**src/rtl/sklansky_sub8_pipe.sv**
```systemverilog
// rtl/sklansky_sub8_pipe.sv - 2-stage 8-bit subtractor, a + ~b + ~bin on a Sklansky prefix network
// Prefix pins 0..7 feed the Sklansky tree (pin 0 = carry-in); pin 8 is kept raw for the final carry.
module sklansky_sub8_pipe (
   input  logic       clk,
   input  logic       rst_n,
   input  logic       in_valid,
   output logic       in_ready,
   input  logic [7:0] a,
   input  logic [7:0] b,
   input  logic       bin,
   output logic       out_valid,
   input  logic       out_ready,
   output logic [7:0] diff,
   output logic       bout,
   output logic       zero,
   output logic       ovf
);

   logic [7:0] w_g0, w_p0, w_g1, w_p1, w_g2, w_p2, w_g3;
   logic       w_g8, w_p8;
   logic       w_unused;
   logic       w_s2_adv, w_s1_adv, w_in_xfer, w_out_xfer;
   logic       w_carry;
   logic [7:0] w_diff;

   logic       r_s1_valid, r_s2_valid;
   logic [7:0] r_s1_g;
   logic [7:0] r_s1_p;
   logic       r_s1_g8, r_s1_a7, r_s1_b7;
   logic [7:0] r_diff;
   logic       r_bout, r_zero, r_ovf;

   assign w_g0[0] = ~bin;
   assign w_p0[0] = 1'b0;
   assign w_g0[7:1] = a[6:0] & ~b[6:0];
   assign w_p0[7:1] = a[6:0] ^ ~b[6:0];
   assign w_g8 = a[7] & ~b[7];
   assign w_p8 = a[7] ^ ~b[7];

   // Sklansky levels: pin i combines with the top pin of the preceding 2^l block
   for (genvar i = 0; i < 8; i++) begin : g_lvl1
      if (i[0]) begin : g_c
         assign w_g1[i] = w_g0[i] | (w_p0[i] & w_g0[i-1]);
         assign w_p1[i] = w_p0[i] & w_p0[i-1];
      end else begin : g_t
         assign w_g1[i] = w_g0[i];
         assign w_p1[i] = w_p0[i];
      end
   end

   for (genvar i = 0; i < 8; i++) begin : g_lvl2
      localparam int J = ((i >> 1) << 1) - 1;
      if (i[1]) begin : g_c
         assign w_g2[i] = w_g1[i] | (w_p1[i] & w_g1[J]);
         assign w_p2[i] = w_p1[i] & w_p1[J];
      end else begin : g_t
         assign w_g2[i] = w_g1[i];
         assign w_p2[i] = w_p1[i];
      end
   end

   for (genvar i = 0; i < 8; i++) begin : g_lvl3
      if (i[2]) begin : g_c
         assign w_g3[i] = w_g2[i] | (w_p2[i] & w_g2[3]);
      end else begin : g_t
         assign w_g3[i] = w_g2[i];
      end
   end

   // Group propagates of the low half are not needed past the last level
   assign w_unused = ^w_p2[3:0];

   assign w_s2_adv   = ~r_s2_valid | out_ready;
   assign w_s1_adv   = r_s1_valid & w_s2_adv;
   assign in_ready   = ~r_s1_valid | w_s2_adv;
   assign w_in_xfer  = in_valid & in_ready;
   assign w_out_xfer = r_s2_valid & out_ready;

   always_ff @(posedge clk or negedge rst_n) begin
      if (!rst_n) begin
         r_s1_valid <= 1'b0;
         r_s1_g     <= 8'h00;
         r_s1_p     <= 8'h00;
         r_s1_g8    <= 1'b0;
         r_s1_a7    <= 1'b0;
         r_s1_b7    <= 1'b0;
      end else if (w_in_xfer) begin
         r_s1_valid <= 1'b1;
         r_s1_g     <= w_g3;
         r_s1_p     <= {w_p8, w_p0[7:1]};
         r_s1_g8    <= w_g8;
         r_s1_a7    <= a[7];
         r_s1_b7    <= b[7];
      end else if (w_s1_adv) begin
         r_s1_valid <= 1'b0;
      end
   end

   // r_s1_p[k] holds raw P of pin k+1, so diff[k] = P[k+1] ^ G[k]
   assign w_diff  = r_s1_p ^ r_s1_g;
   assign w_carry = r_s1_g8 | (r_s1_p[7] & r_s1_g[7]);

   always_ff @(posedge clk or negedge rst_n) begin
      if (!rst_n) begin
         r_s2_valid <= 1'b0;
         r_diff     <= 8'h00;
         r_bout     <= 1'b0;
         r_zero     <= 1'b0;
         r_ovf      <= 1'b0;
      end else if (w_s1_adv) begin
         r_s2_valid <= 1'b1;
         r_diff     <= w_diff;
         r_bout     <= ~w_carry;
         r_zero     <= ~|w_diff;
         r_ovf      <= (r_s1_a7 ^ r_s1_b7) & (w_diff[7] ^ r_s1_a7);
      end else if (w_out_xfer) begin
         r_s2_valid <= 1'b0;
      end
   end

   assign out_valid = r_s2_valid;
   assign diff      = r_diff;
   assign bout      = r_bout;
   assign zero      = r_zero;
   assign ovf       = r_ovf;

endmodule

```
**config.mk**
```make
export PLATFORM = sky130hd
export DESIGN_NAME = sklansky_sub8_pipe
export DESIGN_NICKNAME = d
export VERILOG_FILES = /design/src/rtl/sklansky_sub8_pipe.sv
export SDC_FILE = /design/constraint.sdc
export NUM_CORES = 1
export LEC_CHECK = 0
export CAP_MARGIN = 20
export CELL_PAD_IN_SITES_DETAIL_PLACEMENT = 0
export CELL_PAD_IN_SITES_GLOBAL_PLACEMENT = 1
export CORE_MARGIN = 5
export CORE_UTILIZATION = 38
export CTS_CLUSTER_DIAMETER = 80
export DETAILED_ROUTE_END_ITERATION = 12
export GPL_TIMING_DRIVEN = 1
export PLACE_DENSITY_LB_ADDON = 0.12
export SYNTH_ARGS = -nofsm -noshare
export SYNTH_HDL_FRONTEND = slang
export SYNTH_SLANG_ARGS = --single-unit
```
**constraint.sdc**
```tcl
create_clock -name clk -period 1.5 [get_ports clk]
set_clock_uncertainty 0.05 [all_clocks]
set_input_delay 0.15 -clock clk [delete_from_list [all_inputs] [get_ports clk]]
set_output_delay 0.15 -clock clk [all_outputs]
set_load 0.03 [all_outputs]
```
==> results of run 1 <==
[metal layers]
metal  share of wire  global-route usage  up-vias
li1                -                   -      599
met1            0.47               0.158      525
met2            0.45               0.198       28
met3           0.056              0.0287        8
met4           0.022              0.0604        0
met5               0                   0        -
[per-stage QoR]
| step | std cells | setup TNS [ns] | power (µW) | hold WS, ns |
|---|---|---|---|---|
| floorplan | 148 | -0.0260 | 1690 | -0.196 |
| global placement | 243 | -1.86 | 2070 | 0.394 |
| detailed placement | 243 | -1.97 | 2090 | 0.414 |
| CTS | 251 | 0 | 2710 | 0.232 |
| global route | 251 | 0 | 2860 | 0.269 |
| finish | 251 | 0 | 2680 | 0.218 |
[synthesized netlist by cell type, drive strengths merged]
master / number
mux2: 8
buf: 3
nand3: 2
ha: 9
clkbuf: 2
o31ai: 2
a211oi: 1
o21ai: 16
nand2b: 3
o211a: 1
nand4b: 1
a31oi: 1
a21o: 2
xnor2: 7
a21oi: 5
nor2: 7
or2: 1
nor3: 1
and3: 1
nor2b: 1
nand3b: 1
nand4: 1
dfrtp: 32
nand2: 30
inv: 9
and2: 1
[layout make-up]
type	instances	area [µm²]
Sequential cell	32	802
Clock buffer	6	82.6
Inverter	9	33.8
Tap cell	50	62.6
Timing Repair Buffer	50	440
Clock inverter	2	10.0
Fill cell	363	1830
Multi-Input combinational cell	102	678
[state kept, by name, summed over array words and instances, names as in the netlist]
| signal | flops |
|---|---|
| diff | 8 |
| r_s1_g | 8 |
| r_s1_p | 8 |
| bout | 1 |
| out_valid | 1 |
| ovf | 1 |
| r_s1_a7 | 1 |
| r_s1_b7 | 1 |
| r_s1_g8 | 1 |
| r_s1_valid | 1 |
| zero | 1 |
[worst reg2reg max path, delay by kind of cell, from the launching register on]
family | cells | cell delay [ns]
AO/OA/AOI/OAI | 1 | 0.24
adder cells (fa/ha/maj) | 1 | 0.35
flip-flops | 1 | 0.39
AND/OR/NAND/NOR | 1 | 0.21
[cell families (layout without fill, tap and decap cells)]
logic type | Yosys count | count (layout) | synth area share
compound gates | 28 | 28 | 0.104
simple gates | 50 | 50 | 0.154
mux | 8 | 8 | 0.0613
fa+ha+maj | 9 | 9 | 0.0735
flops | 32 | 32 | 0.523
xor+xnor | 7 | 7 | 0.0400
buf+inv | 14 | 67 | 0.0449
[what timing repair did]
action,in CTS,in global routing
endpoints found under the hold margin,0,0
setup buffers,0,0
gates resized for setup,14,4
endpoints found under the setup margin,16,5
pin swaps,0,1
cloned,0,0
[path summary, 6_finish.rpt]
| kind | to | cells past startpoint | slack, ns | start |
|---|---|---|---|---|
| worst max-delay path | r_s1_g[2]$_DFFE_PN0P_ | 7 | 0.06 | b[0] |
| worst min-delay path | r_s1_p[6]$_DFFE_PN0P_ | 2 | 0.22 | rst_n |
| worst max register to register | zero$_DFFE_PN0P_ | 3 | 0.16 | r_s1_g[7]$_DFFE_PN0P_ |
| worst min register to register | bout$_DFFE_PN0P_ | 1 | 0.42 | r_s1_g8$_DFFE_PN0P_ |
| max in group asynchronous | out_valid$_DFFE_PN0P_ | 2 | 0.87 | rst_n |
| min in group clk | r_s1_a7$_DFFE_PN0P_ | 3 | 0.40 | a[7] |
[power breakdown]
part	switching [µW]	total [µW]	internal [µW]
clock	317	682	366
sequential	104	1150	1050
combinational	473	846	373
==> results.md, run 1 <==
* Slowest stage delay, CP at 0.45 ns
* Commonest non-fill, non-tap cell in the layout: dfrtp_1
* TritonRoute pass-1 iters at 4
* Post-route design area at 0.00211 mm²
* Drt wl/cell at 12.3 µm
* Sink Count at 32
* Fin crit period at 1.44 ns
* Standard-cell row count at 23
* CP bufs+invs at 2
* Vias at 1160
* Post-route DRC at 0
* Gr ovfl total at 0
* Largest area contributor in the netlist: dfrtp_1
* Die area at around 0.0054 mm²
* Synth area leaders: dfrtp_1 52%, ha_1 7.4%, nand2_1 7.4%
* FF+latch count, synth at 32
* Layout overhead on the synthesized area at 37.7%
* CTS Hold Bufs at 0
* Max Cap Viol at 0
* WS Path Type: in -> reg
* Final Cycle Share at 0.960
* Final WL at 3090 µm
* Seq/Total Area, Yosys at 0.523
* Vias per cell at between 4 and 5
* TritonCTS clock tree: done
* Final Max Slew Viols at 0
* Mapped cell area at 0.00153 mm²
* Highest ir drop seen on vdd at 0.397 mV
* CP Data Arrival Time at 1.56 ns
* Max clock buf depth at 2
* DIE WIDTH at 73.5 µm
* CP max FO at 2
* Num CTS Buffers at 5
* ANT nets after route at 0
* CP cell instances: clkdlybuf4s50_1, inv_1, ha_1, nor2b_1, or2_2, a21oi_2, o21ai_0
* Clock Tree Root: clkbuf_8
* Startpoint types: primary input
* CP Capture Type: register
* Syn Inst Count at roughly 150
* Fmax at 695 MHz
* DR iter-0 viols at between 40 and 50
* Clock Latency Late Sink at 0.28 ns
* Crit path max-delay cell type: clkdlybuf4s50_1
* Hold Violations, Final at 0
* Share of the synthesized area in the top cell type at 0.523
* Finished Core Util at 0.535
* Routability Congestion at 0.779
* Synth cell types at 29
* Die H at 73.5 µm
* Final setup fails at 0
* Syn nets at 178
* HP Class: in -> async
* Initial antenna violation count at 0
* Leakage power figure at 0.00103 µW
* Slack of the critical path at 0.0602 ns
* Fraction of final layout cells sized beyond drive strength 1 at 0.209
* Top Ports at 34
* HPWL Detailed at around 2400 µm
* RSZ-0062 raised after global routing: no
* YS warnings at 0
* Global Route Usage Sum at 0.124
* H-tree levels at 2
* Global-route wire length before repair at 5120 µm
* Final net count at 230
* Antenna diode count at 0
* CP top delay family: buffers and inverters
* Slew @ Worst Pin at 0.409 ns
* Placed cell area at about 0.002 mm²
* Core area at a little under 0.004 mm²
* Largest net degree at the start of global routing at 33
* Most frequent cells in the layout: 31 x dfrtp_1, 30 x nand2_1, 20 x clkdlybuf4s50_1
* Synth Area per Inst at 10.3 µm²
* Dpl ws at -0.332 ns
* Outcome: finished, final reports clean
* P per Cell Area at 1270 mW/mm²
* Starting Density at 0.388
* Clock slew at reported path FFs at 0.07 ns
* Count of input and output buffers at 33
* Req. time, crit path at 1.62 ns
* Vias in the first global route at 1157
* Relative slew slack at 0.727
No activity file was read; power rests on OpenSTA's default activity.
==> inputs of run 2 (changes only) <==
Settings changed: ABC_AREA set to 1, CORE_UTILIZATION 38 to 37.
Clock period 1.5 ns to 1.4 ns, I/O delays scaled along.
==> results.md, run 2 <==
* Final WL at roughly 3300 µm
* Tot Pwr at 3310 µW
* CP Data Arrival Time at 1.12 ns
* Most frequent cells in the layout: 80 x nand2_1, 32 x inv_1, 32 x dfrtp_1
* Vias in the first global route at approximately 1200
* Fin crit period at ~1.3 ns
* Final net count at 295
* DIE WIDTH at 78.0 µm
* CP Capture Type: output port
* Synth Area per Inst at 8.24 µm²
* P per Cell Area at 1400 mW/mm²
* FF+latch count, synth at 32
* Num CTS Buffers at 5
* Setup bufs post-CTS at 0
* Fmax at roughly 770 MHz
* Largest net degree at the start of global routing at 33
* Synth Flop Type: dfrtp_1
* Largest area contributor in the netlist: dfrtp_1
* Register area at 801 µm²
* Seq/Total Area, Yosys at 0.467
* Placed cell area at 0.00227 mm²
* Count of input and output buffers at 33
* YS warnings at 0
* CP cell instances: nand3_4, buf_4, buf_4
* Clock slew at reported path FFs at 0.07 ns
* WS Path Type: reg -> out
* Filler instances at ~400
* Global-route wire length before repair at 5490 µm
* Outcome: finished, final reports clean
* Layout overhead on the synthesized area at 38.2%
* Syn Inst Count at 208
* Multi-input combinational cell area at 733 µm²
* TritonCTS clock tree: done
* # resized after CTS at 12
* DR iter-0 viols at 40
* Routability Congestion at ~0.72
* XOR/XNOR Fraction of Synth Area at 0.00511
* HPWL Detailed at 2580 µm
* Synth Area in Compound Gates at 0.102
* Initial antenna violation count at 0
* Clock Latency Late Sink at 0.28 ns
* Global Route Usage Sum at 0.114
* Mapped cell area at 0.00171 mm²
* Slowest stage delay, CP at just over 0.4 ns
* Highest ir drop seen on vdd at 0.660 mV
* TritonRoute pass-1 iters at 4
* Max clock buf depth at 2
* Startpoint types: register
* Most frequent cells after synthesis: 80 x nand2_1, 32 x dfrtp_1, 32 x inv_1
* Fraction of final layout cells sized beyond drive strength 1 at 0.192
* Multiplexer area fraction after synthesis at 0
* Final Max Slew Viols at 0
* Standard-cell row count at 24
* Hold Violations, Final at 0
* Top cell by count, worst path: buf_4
* Synth area leaders: dfrtp_1 47%, nand2_1 18%, inv_1 7.0%
* CTS Hold Bufs at 0
* Hold WS at approximately 0.16 ns
* ANT nets after route at 0
* Vias per cell at 4.41
* RSZ-0062 raised after global routing: no
* Post-route design area at 0.00237 mm²
* Sink Count at 32
* Core area at 0.00441 mm²
* Die H at 78.0 µm
* Max Cap Viol at 0
* Slew @ Worst Pin at 0.301 ns
* Synth cell types at 24
* CP bufs+invs at 2
* H-tree levels at 2
* Post-route DRC at 0
* Count leader, synth: nand2_1
* Drt wl/cell at 10.3 µm
* CP max FO at 3
* Final Cycle Share at 0.932
* Leakage power figure at ~0.0013 µW
* Final setup fails at 0
* Starting Density at 0.388
* Vias at 1402
* Largest family of logic cells by synthesized area: simple AND/OR/NAND/NOR gates
* Adder-Cell Fraction of Synth Area at 0.0657
* Commonest non-fill, non-tap cell in the layout: nand2_1
* Antenna diode count at 0
* Gr ovfl total at 0
* Req. time, crit path at 1.21 ns
* CP top delay family: flip-flops
* Share of the synthesized area in the top cell type at 0.467
* Clock Tree Root: clkbuf_8
* Top Ports at 34
* Relative slew slack at 0.800
* Total negative slack at 0 ns
* Syn nets at 238
* Crit path max-delay cell type: dfrtp_1
* Asr flop ratio synth at 1.00
* Post-Synth Simple-Gate Area at 0.256
* Die area at slightly above 0.006 mm²
* EDFF count, synth at 0
* HP Class: in -> async
[run 2: cell types whose count changed after synthesis, sizes merged, moves of 3 or more]
cell    before  now
inv          9   34
mux2         8    0
nand2       30   87
nand2b       3    0
nand3        2    5
o21ai       16   20
xnor2        7    0
[run 2: cells by family (layout without fill, tap and decap cells)]
family / Yosys count / in the layout
AO/OA/AOI/OAI: 26 / 26
XOR/XNOR: 1 / 1
adder cells (fa/ha/maj): 9 / 9
buffers and inverters: 39 / 97
flip-flops: 32 / 32
AND/OR/NAND/NOR: 101 / 101
[run 2: power by group]
group	leakage (µW)	switching [µW]	internal [µW]
Combinational	0.000832	692	475
Clock	0.0000552	347	528
Sequential	0.000393	121	1140
[run 2: metrics by stage]
step                      worst slack (ns)   util  std cells
final                               0.0950  0.536        318
after global routing                0.0253  0.536        318
after CTS                           0.0834  0.536        318
after detailed placement            -0.188  0.515        310
after global placement              -0.176  0.515        310
after floorplan                     0.0352      -        208
[run 2: cell type report]
cell class	instances	area share
flip-flops and latches	32	0.338
multi-input cells	137	0.310
repair buffers	55	0.223
inverters	34	0.0560
clock buffers	6	0.0307
well taps	52	0.0275
clock inverters	2	0.0148
[run 2: worst paths after layout]
| kind | slack, ns | end | start | cells past startpoint |
|---|---|---|---|---|
| max | 0.09 | in_ready | out_valid$_DFFE_PN0P_ | 3 |
| min | 0.16 | diff[4]$_DFFE_PN0P_ | rst_n | 2 |
| max reg2reg | 0.21 | diff[4]$_DFFE_PN0P_ | out_valid$_DFFE_PN0P_ | 4 |
| min reg2reg | 0.41 | bout$_DFFE_PN0P_ | r_s1_g8$_DFFE_PN0P_ | 1 |
| max in group asynchronous | 0.96 | r_s1_g[3]$_DFFE_PN0P_ | rst_n | 2 |
| min in group clk | 0.40 | r_s1_b7$_DFFE_PN0P_ | b[7] | 3 |
[run 2: metal layers]
| metal | vias up | part of all wire | wire length [µm] | GRT usage |
|---|---|---|---|---|
| met1 | 623 | 0.49 | 1610 | 0.153 |
| met5 | - | 0 | 0 | 0 |
| met4 | 0 | 0.016 | 51 | 0.0456 |
| met3 | 6 | 0.063 | 204 | 0.0400 |
| met2 | 24 | 0.43 | 1400 | 0.168 |
| li1 | 749 | - | - | - |
